File: src/rtl/fir_tap_scheduler_pkg.sv
// Shared types, default parameters and arithmetic helpers for the FIR tap scheduler.
// The saturating round helper is also used by reference models outside the RTL.
package fir_pkg;

    typedef enum logic [2:0] {
        FLUSH,
        IDLE,
        WRITE,
        MAC,
        DRAIN,
        REDUCE,
        OUT
    } fir_state_e;

    localparam int unsigned DEF_DATA_W  = 16;
    localparam int unsigned DEF_TAPS    = 64;
    localparam int unsigned DEF_LANES   = 4;
    localparam int unsigned DEF_ACC_W   = 40;
    localparam int unsigned DEF_MAC_LAT = 2;

    function automatic int unsigned sum_width(input int unsigned acc_w, input int unsigned lanes);
        return acc_w + $clog2(lanes);
    endfunction

    // Round half up by 2^shift, then clamp to a data_w-bit two's complement range.
    function automatic logic signed [63:0] sat_round(input logic signed [63:0] sum,
                                                     input logic [4:0]         shift,
                                                     input int unsigned        data_w);
        logic signed [63:0] v;
        logic signed [63:0] lim;
        v = sum;
        if (shift != 5'd0) begin
            v = v + (64'sd1 <<< (shift - 5'd1));
        end
        v   = v >>> shift;
        lim = 64'sd1 <<< (data_w - 1);
        if (v > lim - 64'sd1) begin
            v = lim - 64'sd1;
        end else if (v < -lim) begin
            v = -lim;
        end
        return v;
    endfunction

endpackage

File: src/rtl/fir_tap_scheduler_if.sv
// Sample stream interface: RX samples into the scheduler, filtered samples out to TX.
interface fir_tap_scheduler_if
    import fir_pkg::*;
#(
    parameter int unsigned DATA_W = DEF_DATA_W
);
    logic              in_valid_i;
    logic              in_ready_o;
    logic [DATA_W-1:0] in_data_i;
    logic              out_valid_o;
    logic              out_ready_i;
    logic [DATA_W-1:0] out_data_o;

    modport slave (
        input  in_valid_i, in_data_i, out_ready_i,
        output in_ready_o, out_valid_o, out_data_o
    );

    modport master (
        output in_valid_i, in_data_i, out_ready_i,
        input  in_ready_o, out_valid_o, out_data_o
    );
endinterface

File: src/rtl/fir_sum_scale.sv
// Lane reduction, rounding right shift and saturation, registered on en_i.
module fir_sum_scale
    import fir_pkg::*;
#(
    parameter int unsigned DATA_W = DEF_DATA_W,
    parameter int unsigned LANES  = DEF_LANES,
    parameter int unsigned ACC_W  = DEF_ACC_W
) (
    input  logic                   clk_i,
    input  logic                   rst_ni,
    input  logic                   en_i,
    input  logic [4:0]             shift_i,
    input  logic [LANES*ACC_W-1:0] lane_sum_i,
    output logic [DATA_W-1:0]      data_o
);
    localparam int unsigned SUM_W = sum_width(ACC_W, LANES);

    logic signed [SUM_W-1:0] sum;
    logic [DATA_W-1:0]       data_d;
    logic [DATA_W-1:0]       data_q;

    always_comb begin
        sum = '0;
        for (int unsigned l = 0; l < LANES; l++) begin
            sum = sum + SUM_W'(signed'(lane_sum_i[l*ACC_W +: ACC_W]));
        end
        data_d = DATA_W'(sat_round(64'(sum), shift_i, DATA_W));
    end

    always_ff @(posedge clk_i or negedge rst_ni) begin
        if (!rst_ni) begin
            data_q <= '0;
        end else if (en_i) begin
            data_q <= data_d;
        end
    end

    assign data_o = data_q;
endmodule

File: src/rtl/fir_tap_scheduler.sv
// Sequencer for the time-multiplexed FIR: history write, N tap steps over LANES MAC lanes,
// pipeline drain, reduce/scale, then output handshake. All outputs come from registers.
module fir_tap_scheduler
    import fir_pkg::*;
#(
    parameter int unsigned DATA_W  = DEF_DATA_W,
    parameter int unsigned TAPS    = DEF_TAPS,
    parameter int unsigned LANES   = DEF_LANES,
    parameter int unsigned ACC_W   = DEF_ACC_W,
    parameter int unsigned MAC_LAT = DEF_MAC_LAT,
    localparam int unsigned N      = TAPS / LANES,
    localparam int unsigned AW     = $clog2(TAPS),
    localparam int unsigned KW     = (N > 1) ? $clog2(N) : 1
) (
    input  logic                   clk_i,
    input  logic                   rst_ni,
    fir_tap_scheduler_if.slave     strm,
    input  logic                   flush_i,
    input  logic [4:0]             cfg_shift_i,
    output logic                   buf_we_o,
    output logic [AW-1:0]          buf_waddr_o,
    output logic [DATA_W-1:0]      buf_wdata_o,
    output logic                   mac_en_o,
    output logic                   mac_clr_o,
    output logic [KW-1:0]          mac_idx_o,
    output logic [AW-1:0]          mac_base_o,
    input  logic [LANES*ACC_W-1:0] lane_sum_i,
    output logic                   busy_o
);
    localparam int unsigned DW = (MAC_LAT > 1) ? $clog2(MAC_LAT) : 1;

    fir_state_e        state_q, state_d;
    logic [AW:0]       cnt_q, cnt_d;
    logic [AW-1:0]     wptr_q, wptr_d;
    logic [KW-1:0]     k_q, k_d;
    logic [DW-1:0]     drn_q, drn_d;
    logic [DATA_W-1:0] sample_q, sample_d;
    logic              buf_we_q, buf_we_d;
    logic [AW-1:0]     buf_waddr_q, buf_waddr_d;
    logic [DATA_W-1:0] buf_wdata_q, buf_wdata_d;
    logic              mac_en_q, mac_en_d;
    logic              mac_clr_q, mac_clr_d;
    logic [KW-1:0]     mac_idx_q, mac_idx_d;
    logic [AW-1:0]     mac_base_q, mac_base_d;
    logic              in_ready_q, in_ready_d;
    logic              out_valid_q, out_valid_d;
    logic              busy_q, busy_d;

    // Each register holds what is visible in the cycle after the edge that loads it, so the
    // FLUSH entry cycle (reset or flush request) issues no write and the 64 writes follow.
    always_comb begin
        state_d     = state_q;
        cnt_d       = cnt_q;
        wptr_d      = wptr_q;
        k_d         = k_q;
        drn_d       = drn_q;
        sample_d    = sample_q;
        buf_we_d    = 1'b0;
        buf_waddr_d = buf_waddr_q;
        buf_wdata_d = buf_wdata_q;
        mac_en_d    = 1'b0;
        mac_clr_d   = 1'b0;
        mac_idx_d   = mac_idx_q;
        mac_base_d  = mac_base_q;
        in_ready_d  = in_ready_q;
        out_valid_d = out_valid_q;
        busy_d      = busy_q;

        case (state_q)
            FLUSH: begin
                if (!cnt_q[AW]) begin
                    buf_we_d    = 1'b1;
                    buf_waddr_d = cnt_q[AW-1:0];
                    buf_wdata_d = '0;
                    cnt_d       = cnt_q + (AW+1)'(1);
                end else begin
                    wptr_d     = '0;
                    in_ready_d = 1'b1;
                    busy_d     = 1'b0;
                    state_d    = IDLE;
                end
            end
            IDLE: begin
                if (flush_i) begin
                    cnt_d      = '0;
                    in_ready_d = 1'b0;
                    busy_d     = 1'b1;
                    state_d    = FLUSH;
                end else if (strm.in_valid_i && in_ready_q) begin
                    sample_d   = strm.in_data_i;
                    in_ready_d = 1'b0;
                    busy_d     = 1'b1;
                    state_d    = WRITE;
                end
            end
            WRITE: begin
                buf_we_d    = 1'b1;
                buf_waddr_d = wptr_q;
                buf_wdata_d = sample_q;
                mac_base_d  = wptr_q;
                wptr_d      = wptr_q + AW'(1);
                k_d         = '0;
                state_d     = MAC;
            end
            MAC: begin
                mac_en_d  = 1'b1;
                mac_idx_d = k_q;
                mac_clr_d = (k_q == '0);
                if (k_q == KW'(N - 1)) begin
                    drn_d   = '0;
                    state_d = (MAC_LAT == 0) ? REDUCE : DRAIN;
                end else begin
                    k_d = k_q + KW'(1);
                end
            end
            DRAIN: begin
                if (drn_q == DW'(MAC_LAT - 1)) begin
                    state_d = REDUCE;
                end else begin
                    drn_d = drn_q + DW'(1);
                end
            end
            REDUCE: begin
                state_d = OUT;
            end
            OUT: begin
                out_valid_d = 1'b1;
                if (out_valid_q && strm.out_ready_i) begin
                    out_valid_d = 1'b0;
                    in_ready_d  = 1'b1;
                    busy_d      = 1'b0;
                    state_d     = IDLE;
                end
            end
            default: begin
                cnt_d   = '0;
                busy_d  = 1'b1;
                state_d = FLUSH;
            end
        endcase
    end

    always_ff @(posedge clk_i or negedge rst_ni) begin
        if (!rst_ni) begin
            state_q     <= FLUSH;
            cnt_q       <= '0;
            wptr_q      <= '0;
            k_q         <= '0;
            drn_q       <= '0;
            sample_q    <= '0;
            buf_we_q    <= 1'b0;
            buf_waddr_q <= '0;
            buf_wdata_q <= '0;
            mac_en_q    <= 1'b0;
            mac_clr_q   <= 1'b0;
            mac_idx_q   <= '0;
            mac_base_q  <= '0;
            in_ready_q  <= 1'b0;
            out_valid_q <= 1'b0;
            busy_q      <= 1'b1;
        end else begin
            state_q     <= state_d;
            cnt_q       <= cnt_d;
            wptr_q      <= wptr_d;
            k_q         <= k_d;
            drn_q       <= drn_d;
            sample_q    <= sample_d;
            buf_we_q    <= buf_we_d;
            buf_waddr_q <= buf_waddr_d;
            buf_wdata_q <= buf_wdata_d;
            mac_en_q    <= mac_en_d;
            mac_clr_q   <= mac_clr_d;
            mac_idx_q   <= mac_idx_d;
            mac_base_q  <= mac_base_d;
            in_ready_q  <= in_ready_d;
            out_valid_q <= out_valid_d;
            busy_q      <= busy_d;
        end
    end

    // Lane sums have settled by the REDUCE edge; the result register updates there.
    fir_sum_scale #(
        .DATA_W (DATA_W),
        .LANES  (LANES),
        .ACC_W  (ACC_W)
    ) u_sum_scale (
        .clk_i      (clk_i),
        .rst_ni     (rst_ni),
        .en_i       (state_q == REDUCE),
        .shift_i    (cfg_shift_i),
        .lane_sum_i (lane_sum_i),
        .data_o     (strm.out_data_o)
    );

    assign strm.in_ready_o  = in_ready_q;
    assign strm.out_valid_o = out_valid_q;
    assign buf_we_o         = buf_we_q;
    assign buf_waddr_o      = buf_waddr_q;
    assign buf_wdata_o      = buf_wdata_q;
    assign mac_en_o         = mac_en_q;
    assign mac_clr_o        = mac_clr_q;
    assign mac_idx_o        = mac_idx_q;
    assign mac_base_o       = mac_base_q;
    assign busy_o           = busy_q;
endmodule

File: src/flat_wrapper.sv
// flat-port wrapper written by rule: the top's interface ports become plain ports
module fir_tap_scheduler_flat import fir_pkg::*;
#(
    parameter int unsigned DATA_W  = DEF_DATA_W,
    parameter int unsigned TAPS    = DEF_TAPS,
    parameter int unsigned LANES   = DEF_LANES,
    parameter int unsigned ACC_W   = DEF_ACC_W,
    parameter int unsigned MAC_LAT = DEF_MAC_LAT,
    localparam int unsigned N      = TAPS / LANES,
    localparam int unsigned AW     = $clog2(TAPS),
    localparam int unsigned KW     = (N > 1) ? $clog2(N) : 1
)
  (clk_i, rst_ni, flush_i, cfg_shift_i, buf_we_o, buf_waddr_o, buf_wdata_o, mac_en_o, mac_clr_o, mac_idx_o, mac_base_o, lane_sum_i, busy_o, strm_in_valid_i, strm_in_data_i, strm_out_ready_i, strm_in_ready_o, strm_out_valid_o, strm_out_data_o);
  fir_tap_scheduler_if #(.DATA_W(DATA_W)) strm_i ();
  input  logic clk_i;
  input  logic rst_ni;
  input  logic flush_i;
  input  logic [4:0] cfg_shift_i;
  output logic buf_we_o;
  output logic [AW-1:0] buf_waddr_o;
  output logic [DATA_W-1:0] buf_wdata_o;
  output logic mac_en_o;
  output logic mac_clr_o;
  output logic [KW-1:0] mac_idx_o;
  output logic [AW-1:0] mac_base_o;
  input  logic [LANES*ACC_W-1:0] lane_sum_i;
  output logic busy_o;
  input wire logic [$bits(strm_i.in_valid_i)-1:0] strm_in_valid_i;
  input wire logic [$bits(strm_i.in_data_i)-1:0] strm_in_data_i;
  input wire logic [$bits(strm_i.out_ready_i)-1:0] strm_out_ready_i;
  output wire logic [$bits(strm_i.in_ready_o)-1:0] strm_in_ready_o;
  output wire logic [$bits(strm_i.out_valid_o)-1:0] strm_out_valid_o;
  output wire logic [$bits(strm_i.out_data_o)-1:0] strm_out_data_o;
  assign strm_i.in_valid_i = strm_in_valid_i;
  assign strm_i.in_data_i = strm_in_data_i;
  assign strm_i.out_ready_i = strm_out_ready_i;
  assign strm_in_ready_o = strm_i.in_ready_o;
  assign strm_out_valid_o = strm_i.out_valid_o;
  assign strm_out_data_o = strm_i.out_data_o;
  fir_tap_scheduler #(.DATA_W(DATA_W), .TAPS(TAPS), .LANES(LANES), .ACC_W(ACC_W), .MAC_LAT(MAC_LAT)) u_core (.clk_i(clk_i), .rst_ni(rst_ni), .strm(strm_i), .flush_i(flush_i), .cfg_shift_i(cfg_shift_i), .buf_we_o(buf_we_o), .buf_waddr_o(buf_waddr_o), .buf_wdata_o(buf_wdata_o), .mac_en_o(mac_en_o), .mac_clr_o(mac_clr_o), .mac_idx_o(mac_idx_o), .mac_base_o(mac_base_o), .lane_sum_i(lane_sum_i), .busy_o(busy_o));
endmodule
File: config.mk
export PLATFORM = sky130hd
export DESIGN_NAME = fir_tap_scheduler_flat
export DESIGN_NICKNAME = d
export VERILOG_FILES = /design/src/rtl/fir_tap_scheduler_pkg.sv /design/src/rtl/fir_tap_scheduler_if.sv /design/src/rtl/fir_sum_scale.sv /design/src/rtl/fir_tap_scheduler.sv /design/src/flat_wrapper.sv
export SDC_FILE = /design/constraint.sdc
export NUM_CORES = 1
export LEC_CHECK = 0
export ABC_AREA = 1
export CORE_MARGIN = 8
export CORE_UTILIZATION = 40
export CTS_CLUSTER_SIZE = 25
export DETAILED_ROUTE_END_ITERATION = 8
export GPL_TIMING_DRIVEN = 0
export PLACE_DENSITY_LB_ADDON = 0.15
export SLEW_MARGIN = 40
export SYNTH_ARGS = -nofsm -noshare
export SYNTH_HDL_FRONTEND = slang
export SYNTH_SLANG_ARGS = --single-unit
File: constraint.sdc
create_clock -name clk_i -period 3.9 [get_ports clk_i]
set_clock_uncertainty 0.15 [all_clocks]
set_input_delay 0.585 -clock clk_i [delete_from_list [all_inputs] [get_ports clk_i]]
set_output_delay 0.585 -clock clk_i [all_outputs]
set_load 0.02 [all_outputs]
==> impl_metrics.csv <==
group,metric,value,unit
grt,groute.usage.overall,27.68,%
sta,fmax,0.1499,GHz
worst_setup_path,required,4060,ps
cts,cts_tree,"built",
worst_setup_path,worst-path-max-fanout,5,
sta,finalMaxSlewViolations,0,
cells_and_area,fin_area,22640,um^2
synthesis,synthAdderAreaFrac,17.03,%
placed_design,portBuffers,237,
cells_and_area,final_cell_count_no_fill,3359,
worst_setup_path,path_depth,39,
sta,setup_violations,16,
detailed_routing,firstDrtPassIters,5,
worst_setup_path,crit_path_frequent_cell,"nand3_2",
grt,grt_pass1_vias,18020,
sta,hold_viol,0,
detailed_routing,via_count,18080,
cells_and_area,drive_gt1_share,28.58,%
synthesis,synth_flop_cell,"dfrtp_1",
sta,max_slew_margin,38.88,%
floorplan,start_util,40.60,%
cts,cts_made_buffers,9,
cts,cts_buffer_depth,2,
grt,grt_max_degree,62,
worst_setup_path,slowest_stage,"fa_1",
run,cap_violations,0,
synthesis,yosys_warnings,0,
worst_setup_path,cp.buffers_inverters,6,
worst_setup_path,critical_path.top_delay_family,"simple AND/OR/NAND/NOR gates",
synthesis,synth_xor_area_share,3.428,%
sta,hold_slack,320.9,ps
cells_and_area,final_core_util,60.11,%
synthesis,synth_cell_types,66,
sta,finalSetupTns,-42370,ps
worst_setup_path,worst-r2r-cell-count,9,
cts,cts.sinks,91,
worst_setup_path,path_class,"in -> reg",
synthesis,avgSynthCellArea,6.204,um^2
worst_setup_path,worst_ep_arrival_time,6830,ps
floorplan,fp.coreArea,37670,um^2
floorplan,die_x,211.5,um
synthesis,synth.area.mux_share,1.366,%
outcome,status,"finished with violations",
power,p_total,15.83,mW
grt,grt_pass1_wl,98020,um
grt,antenna_found_initial,0,
worst_hold_path,min_to,"u_core.u_sum_scale.data_o[4]$_DFFE_PN0P_",
sta,rsz0062_at_grt,"true",
synthesis,synth_edf_count,0,
synthesis,syn_inst,2465,
placed_design,pre_cts_ws,-4814,ps
floorplan,die_area,44750,um^2
outcome,failed_checks,"negative setup slack",
worst_hold_path,min_path_cells,2,
synthesis,seq_area_frac_synth,14.90,%
synthesis,synth_fp_nets,2810,
cts,insertion_delay,370,ps
cts,clockRootBuffer,"clkbuf_16",
cts,clk_pin_slew,70,ps
floorplan,pin_count,240,
cts,htree_levels,3,
worst_hold_path,hp-start,"u_core.u_sum_scale.data_o[4]$_DFFE_PN0P_",
sta,finalCritPeriodShare,171.1,%
synthesis,ys_ff_latch,91,
worst_setup_path,r2r_start,"u_core.state_q[2]$_DFFE_PN0P_",
placed_design,dpl_cell_area,18470,um^2
synthesis,synth_top_family_by_area,"simple AND/OR/NAND/NOR gates",
power,p_per_area,699.0,nW/um^2
grt,overflow,0,
worst_hold_path,hold_class,"reg -> reg",
power,ir_worst_vdd,0.0003210,V
worst_setup_path,slowest_delay,560,ps
detailed_routing,routed_wl,63850,um
cells_and_area,synthToLayoutAreaGrowth,48.04,%
worst_setup_path,r2r_slack,1230,ps
worst_setup_path,start_kind,"input port",
detailed_routing,ant_nets,0,
detailed_routing,avgViaCountPerCell,5.383,
sta,min_period,6672,ps
worst_setup_path,worstReg2RegEnd,"u_core.state_q[1]$_DFFE_PN0P_",
detailed_routing,wire_per_inst,19.01,um
placed_design,placedCellCount,3214,
sta,worst_slack,-2772,ps
placed_design,gp_congestion,0.9935,
cells_and_area,final_nets,3188,
placed_design,hpwl,51100,um
synthesis,synth_compound_area_share,9.924,%
sta,tightestPinTransition,916.8,ps
detailed_routing,dr.first_iter.drc_count,1517,
worst_setup_path,end_kind,"register",
floorplan,rows,71,
synthesis,yosys.area_share.simple,41.91,%
power,p_leak,10.95,nW
detailed_routing,drc,0,
synthesis,synthArstFlopShare,100.0,%
floorplan,die_height,211.5,um
cells_and_area,diodes,0,
synthesis,syn_area,15290,um^2
worst register-to-register path, delay by kind of cell, from the launching register on:
family,cells,cell delay (ps)
compound gates,3,480
flops,1,450
simple gates,5,1060
buf+inv,1,450
what timing repair did:
item / CTS / global route
gates cloned: 2 / 0
gates resized for setup: 516 / 221
buffers inserted: 97 / 30
setup endpoints to repair: 16 / 16
hold buffers: 1 / 0
pin swaps: 228 / 152
hold endpoints to repair: 29 / 0
placed cells by master (no fill, tap or decap), types with 25 or more instances in the layout:
cell,Yosys,final
nand2_1,771,618
inv_1,346,294
nand3_1,345,231
clkdlybuf4s50_1,0,167
nor2_1,176,139
nand2_2,23,132
buf_4,1,117
nand3_2,24,106
dfrtp_1,90,90
fa_1,82,77
o21ai_0,84,69
dlygate4sd2_1,0,63
a21oi_1,85,53
inv_2,12,53
nand2_4,8,50
ha_4,0,44
buf_2,38,40
nand3_4,2,34
nor2_2,13,32
ha_1,77,32
clkbuf_1,27,27
a21oi_2,2,25
sequential cells by signal (all words and copies together) (netlist names):
name                       cells
u_core.mac_base_o              6
u_core.drn_q                   1
u_core.state_q                 3
u_core.buf_wdata_o            16
u_core.busy_o                  1
u_core.buf_we_o                1
u_core.mac_clr_o               1
u_core.mac_idx_o               4
u_core.sample_q               16
u_core.u_sum_scale.data_o     16
u_core.k_q                     4
u_core.buf_waddr_o             6
u_core.wptr_q                  6
u_core.cnt_q                   7
u_core.mac_en_o                1
u_core.strm.in_ready_o         1
u_core.strm.out_valid_o        1
Yosys cell counts (24+ instances only):
| library cell | count | area share [%] |
|---|---|---|
| clkbuf_1 | 27 | 0.66 |
| o21ai_0 | 84 | 2.7 |
| nand3_2 | 24 | 1.6 |
| buf_2 | 38 | 1.2 |
| xor2_1 | 31 | 1.8 |
| inv_1 | 346 | 8.5 |
| dfrtp_1 | 90 | 15 |
| ha_1 | 77 | 6.3 |
| xnor2_1 | 27 | 1.5 |
| fa_1 | 82 | 11 |
| nand2_1 | 771 | 19 |
| nand3_1 | 345 | 11 |
| nor2_1 | 176 | 4.3 |
| a21oi_1 | 85 | 2.8 |
power breakdown:
part,internal (mW),switching [mW]
clock,0.456,0.452
sequential,1.34,0.224
combinational,5.35,8.01
total,7.14,8.69
per-layer routing:
metal | wire (um) | part of all wire (%) | GRT usage (%) | vias to the layer above
met5 | 0 | 0 | 0 | -
met4 | 2017 | 3.2 | 8.867 | 0
met3 | 4887 | 7.7 | 5.871 | 112
met2 | 29410 | 46 | 45.12 | 761
met1 | 27540 | 43 | 36.23 | 8552
li1 | - | - | - | 8655
kinds of logic after synthesis:
| logic type | Yosys count |
|---|---|
| adders and majority gates | 159 |
| muxes | 19 |
| xor gates and xnor gates | 59 |
| AOI/OAI and AO/OA | 257 |
| buffers and inverters | 442 |
| DFF | 91 |
| and+or+nand+nor | 1438 |
worst max-delay path by stage:
stage                                           endpoint  slack (ps)            from
2_1_floorplan   u_core.u_sum_scale.data_o[0]$_DFFE_PN0P_       -2280   lane_sum_i[1]
3_3_place_gp   u_core.u_sum_scale.data_o[13]$_DFFE_PN0P_       -4810   lane_sum_i[1]
3_5_place_dp    u_core.u_sum_scale.data_o[1]$_DFFE_PN0P_       -4810   lane_sum_i[1]
4_1_cts         u_core.u_sum_scale.data_o[1]$_DFFE_PN0P_       -2700  lane_sum_i[82]
5_1_grt         u_core.u_sum_scale.data_o[2]$_DFFE_PN0P_       -3070  lane_sum_i[91]
6_report        u_core.u_sum_scale.data_o[8]$_DFFE_PN0P_       -2770   lane_sum_i[2]
area by class of cell:
type                    count  area [um^2]
fillers                  3603        15030
plain buffers              79        371.6
well taps                 511        639.4
clock buffers               9        225.2
repair buffers            367         3402
flip-flops and latches     91         2278
clock inverters             7        75.07
inverters                 363         1414
multi-input cells        1932        14230
Note: power is estimated with default switching activity, not from simulation.
